`src/rtl/full_adder_bist.sv`:
```
// Built-in self-test controller for a single-bit full adder. Walks all eight
// (a, b, carryin) combinations, holds each for SETTLE_CYCLES cycles, samples
// sum/carryout on the edge that leaves CHECK and accumulates the results.
module full_adder_bist #(
  parameter int SETTLE_CYCLES = 2,
  parameter int ERR_W         = 4
) (
  input  logic             clk,
  input  logic             reset_n,
  input  logic             start,
  output logic             a,
  output logic             b,
  output logic             carryin,
  input  logic             sum,
  input  logic             carryout,
  output logic             busy,
  output logic             done,
  output logic             pass,
  output logic [ERR_W-1:0] err_count,
  output logic             fail_valid,
  output logic [2:0]       first_fail
);

  localparam int CNT_W = (SETTLE_CYCLES > 1) ? $clog2(SETTLE_CYCLES) : 1;
  localparam logic [CNT_W-1:0] CNT_LAST = CNT_W'(SETTLE_CYCLES - 1);
  localparam logic [ERR_W-1:0] ERR_MAX  = {ERR_W{1'b1}};

  typedef enum logic [1:0] {
    IDLE,
    APPLY,
    CHECK,
    DONE
  } state_e;

  state_e           state_q, state_d;
  logic [2:0]       vec_q, vec_d;
  logic [CNT_W-1:0] cnt_q, cnt_d;
  logic [ERR_W-1:0] err_q, err_d;
  logic             fv_q, fv_d;
  logic [2:0]       ff_q, ff_d;
  logic [2:0]       drive_q, drive_d;

  logic launch;
  logic expSum;
  logic expCarry;
  logic mismatch;

  assign launch   = ((state_q == IDLE) || (state_q == DONE)) && start;
  assign expSum   = vec_q[0] ^ vec_q[1] ^ vec_q[2];
  assign expCarry = (vec_q[0] & vec_q[1]) | (vec_q[0] & vec_q[2]) | (vec_q[1] & vec_q[2]);
  assign mismatch = (sum != expSum) || (carryout != expCarry);

  // State register; reset overrides any start seen on the same edge.
  always_ff @(posedge clk) begin
    if (!reset_n) begin
      state_q <= IDLE;
    end else begin
      state_q <= state_d;
    end
  end

  // Next-state logic: APPLY waits out the settle count, CHECK is a single cycle.
  always_comb begin
    state_d = state_q;
    unique case (state_q)
      IDLE:    if (start) state_d = APPLY;
      APPLY:   if (cnt_q == CNT_LAST) state_d = CHECK;
      CHECK:   state_d = (vec_q == 3'd7) ? DONE : APPLY;
      DONE:    if (start) state_d = APPLY;
      default: state_d = IDLE;
    endcase
  end

  // FSM outputs decoded from the current state.
  always_comb begin
    busy = (state_q == APPLY) || (state_q == CHECK);
    done = (state_q == DONE);
    pass = (state_q == DONE) && (err_q == '0);
  end

  // Datapath next state: vector index, settle counter, result capture, drive.
  always_comb begin
    vec_d = vec_q;
    cnt_d = cnt_q;
    err_d = err_q;
    fv_d  = fv_q;
    ff_d  = ff_q;
    if (launch) begin
      vec_d = 3'd0;
      cnt_d = '0;
      err_d = '0;
      fv_d  = 1'b0;
      ff_d  = 3'd0;
    end else if (state_q == APPLY) begin
      if (cnt_q != CNT_LAST) cnt_d = cnt_q + CNT_W'(1);
    end else if (state_q == CHECK) begin
      if (mismatch) begin
        if (err_q != ERR_MAX) err_d = err_q + ERR_W'(1);
        if (!fv_q) begin
          fv_d = 1'b1;
          ff_d = vec_q;
        end
      end
      if (vec_q != 3'd7) begin
        vec_d = vec_q + 3'd1;
        cnt_d = '0;
      end
    end
    drive_d = ((state_d == APPLY) || (state_d == CHECK)) ? vec_d : 3'd0;
  end

  // Datapath registers; the adder inputs come straight from drive_q.
  always_ff @(posedge clk) begin
    if (!reset_n) begin
      vec_q   <= 3'd0;
      cnt_q   <= '0;
      err_q   <= '0;
      fv_q    <= 1'b0;
      ff_q    <= 3'd0;
      drive_q <= 3'd0;
    end else begin
      vec_q   <= vec_d;
      cnt_q   <= cnt_d;
      err_q   <= err_d;
      fv_q    <= fv_d;
      ff_q    <= ff_d;
      drive_q <= drive_d;
    end
  end

  assign a          = drive_q[0];
  assign b          = drive_q[1];
  assign carryin    = drive_q[2];
  assign err_count  = err_q;
  assign fail_valid = fv_q;
  assign first_fail = ff_q;

endmodule

```
`config.mk`:
```
export PLATFORM = sky130hd
export DESIGN_NAME = full_adder_bist
export DESIGN_NICKNAME = d
export VERILOG_FILES = /design/src/rtl/full_adder_bist.sv
export SDC_FILE = /design/constraint.sdc
export NUM_CORES = 1
export LEC_CHECK = 0
export BUFFER_PORTS_ARGS = -buffer_cell sky130_fd_sc_hd__buf_2
export CAP_MARGIN = 25
export CORE_UTILIZATION = 35
export DETAILED_ROUTE_END_ITERATION = 12
export MAX_ROUTING_LAYER = met4
export PLACE_DENSITY = 0.66
export RECOVER_POWER = 50
export SYNTH_ARGS = -nofsm -noshare
export SYNTH_HDL_FRONTEND = slang
export SYNTH_SLANG_ARGS = --single-unit
```
`constraint.sdc`:
```
create_clock -name clk -period 4.4 [get_ports clk]
set_input_delay 0.22 -clock clk [delete_from_list [all_inputs] [get_ports clk]]
set_output_delay 0.22 -clock clk [all_outputs]
set_load 0.05 [all_outputs]
```
==> impl_metrics.json <==
{
  "status": "finished clean",
  "grt_pass1_wl_microns": 2830,
  "final_common_cell": "dfxtp_1",
  "cts_buffers": 3,
  "start_kind": "flop",
  "hold_violations": 0,
  "drv_cap": 0,
  "max-slew-margin-rel_pct": 60.0,
  "grt_max_degree": 11,
  "vias": 714,
  "yosysWarnings": 0,
  "p_int_w": 0.000201,
  "clock-sinks": 17,
  "postCtsHoldBufs": 0,
  "slowest_stage": "fa_1",
  "wl_per_cell_microns": 11.2,
  "cp.arrival_ns": 2.02,
  "grtUsageTotal_pct": 15.2,
  "required_ns": 4.61,
  "cts-htree-levels": 1,
  "initial_core_util_pct": 37.5,
  "clock_latency_ns": 0.29,
  "final_antenna_net_count": 0,
  "ir_worst_vdd_v": 0.000227,
  "drv_slew": 0,
  "cp_cell_sequence": "inv_1 > fa_1 > xor2_1 > a21oi_2 > and4b_1 > nor3_1",
  "die_y_microns": 50.9,
  "cp_num_buf_inv": 1,
  "synth-edff-count": 0,
  "power_density_nw_per_um2": 280,
  "wl_microns": 1630,
  "cts_tree": "yes",
  "synth_top_area_share_pct": 40.7,
  "async_reset_ff_share_pct": 0,
  "drive_gt1_share_pct": 11.1,
  "skew_ns": 0.00449,
  "dp.final_hpwl_microns": 1250,
  "drt_pre_antenna_iters": 4,
  "fp.dieArea_sq_um": 2590,
  "antenna_found_initial": 0,
  "synth_top_cell_by_area": "dfxtp_1",
  "synthFlopType": "dfxtp_1",
  "combPwrFrac_pct": 12.1,
  "grt-ovfl-total": 0,
  "final_cell_mix": "17 x dfxtp_1, 14 x nand2_1, 12 x clkbuf_1",
  "avgSynthCellArea_sq_um": 8.72,
  "setup_viol": 0,
  "crit_path_end_kind": "flop",
  "place_congestion": 0.729,
  "rsz0062_at_grt": "no",
  "fmax_mhz": 553,
  "port_buffers": 18,
  "cts_buffer_depth": 2,
  "leakage_nw": 0.394,
  "cts_root_buf": "clkbuf_4",
  "synth_cells": 96,
  "post-route-min-period_ns": 1.81,
  "area_delta_synth_final_pct": 16.0,
  "post_cts_resized": 0,
  "antenna_cells": 0,
  "clockPowerShare_pct": 30.1,
  "cts_setup_buffers": 0,
  "ys_ff_latch": 17,
  "clk_pin_slew_worst_paths_ns": 0.10,
  "worstMarginPinSlew_ns": 0.603,
  "die_w_microns": 50.9,
  "worst-path-max-fanout": 6,
  "grt_pass1_vias": 682,
  "ys_top_cells_by_area": "dfxtp_1 41%, ha_1 9.0%, nand2_1 6.3%",
  "post-route-period-util_pct": 41.1,
  "seqPwrFrac_pct": 57.8,
  "slowest_delay_ns": 0.55,
  "drt_iter0_markers": 2,
  "dpl-instance-area_sq_um": 958,
  "num-nets-final": 130,
  "yosys.cell_types.count": 30,
  "cp_top_family": "adder cells",
  "p_sw_share_pct": 26.1,
  "p_switching_w": 0.0000711,
  "holdCritPathClass": "input pin to flop",
  "drt-vias-per-instance": 4.92,
  "drc": 0,
  "crit_type": "flop to flop",
  "setup_tns_ns": 0,
  "syn_nets": 108,
  "coreArea_sq_um": 2230,
  "ys_seq_area_share_pct": 40.7,
  "syn_area_sq_um": 837,
  "rows": 17,
  "design_area_sq_um": 971,
  "pin_count": 19
}
-- sequential cells by signal, indices dropped and copies added (netlist names) --
signal	cells
cnt_q	1
drive_q	3
err_count	4
fail_valid	1
first_fail	3
state_q	2
vec_q	3
-- synthesized netlist by cell type (2+ instances only) --
master / instances
mux2i_1: 3
nor4_1: 3
ha_1: 6
nand3_1: 4
a21oi_1: 4
xor2_1: 2
inv_1: 10
nor2b_1: 2
o21ai_0: 5
nor2_1: 5
nor3_1: 3
and4b_1: 2
nand2_1: 14
dfxtp_1: 17
-- per-stage QoR --
step | setup WS [ns] | hold WS, ns | power [W] | util [%] | instances
finish | 2.59 | 0.183 | 0.000272 | 43.5 | 145
floorplan | 2.18 | 0.356 | 0.000185 | - | 96
global route | 2.40 | 0.178 | 0.000289 | 43.5 | 145
detailed placement | 2.62 | 0.454 | 0.000194 | 42.9 | 141
CTS | 2.59 | 0.175 | 0.000278 | 44.1 | 145
global placement | 2.66 | 0.448 | 0.000192 | 42.9 | 141
-- power groups by stage --
stage	clock, W	sequential, W	combinational (W)
2_1_floorplan	0	0.000160	0.0000247
3_3_place_gp	0	0.000160	0.0000316
3_5_place_dp	0	0.000161	0.0000329
4_1_cts	0.0000877	0.000157	0.0000332
5_1_grt	0.0000954	0.000157	0.0000362
6_report	0.0000819	0.000157	0.0000329
-- worst reg2reg max path: stages (launching register included) --
cell	delay [ns]
dfxtp_1	0.37
inv_1	0.09
fa_1	0.55
xor2_1	0.25
a21oi_2	0.14
and4b_1	0.19
nor3_1	0.13
-- per-layer routing --
layer / vias up / wire [microns] / GRT usage [%] / share of wire [%]
met2: 19 / 739 / 24.8 / 45
met5: - / 0 / - / 0
met3: 2 / 88 / 6.85 / 5.4
met1: 326 / 791 / 16.3 / 48
met4: 0 / 11 / 5.09 / 0.67
li1: 367 / - / - / -
-- area by class of cell --
class	count	area [sq um]
tap	28	35.0
inverter	10	37.5
sequential	17	340
timing repair buffer	18	75.1
fill	239	1260
clock inverter	1	5.00
clock buffer	3	22.5
multi-input combinational	68	455
-- final timing paths --
check,start,endpoint,slack (ns),depth (start not counted)
max,vec_q[0],err_count[3],2.59,6
min reg2reg,first_fail[1],first_fail[1],0.46,2
max reg2reg,vec_q[0],err_count[3],2.59,6
min,reset_n,state_q[0],0.18,2
-- cells by family (layout without fill, tap and decap cells) --
family / Yosys count / in the layout / synth area share (%)
AND/OR/NAND/NOR: 39 / 39 / 23.9
flip-flops: 17 / 17 / 40.7
AO/OA/AOI/OAI: 16 / 16 / 12.4
buffers and inverters: 11 / 32 / 4.93
adder cells (fa/ha/maj): 7 / 7 / 11.4
XOR/XNOR: 3 / 3 / 3.14
multiplexers: 3 / 3 / 3.59
(Power assumes the default switching activity.)
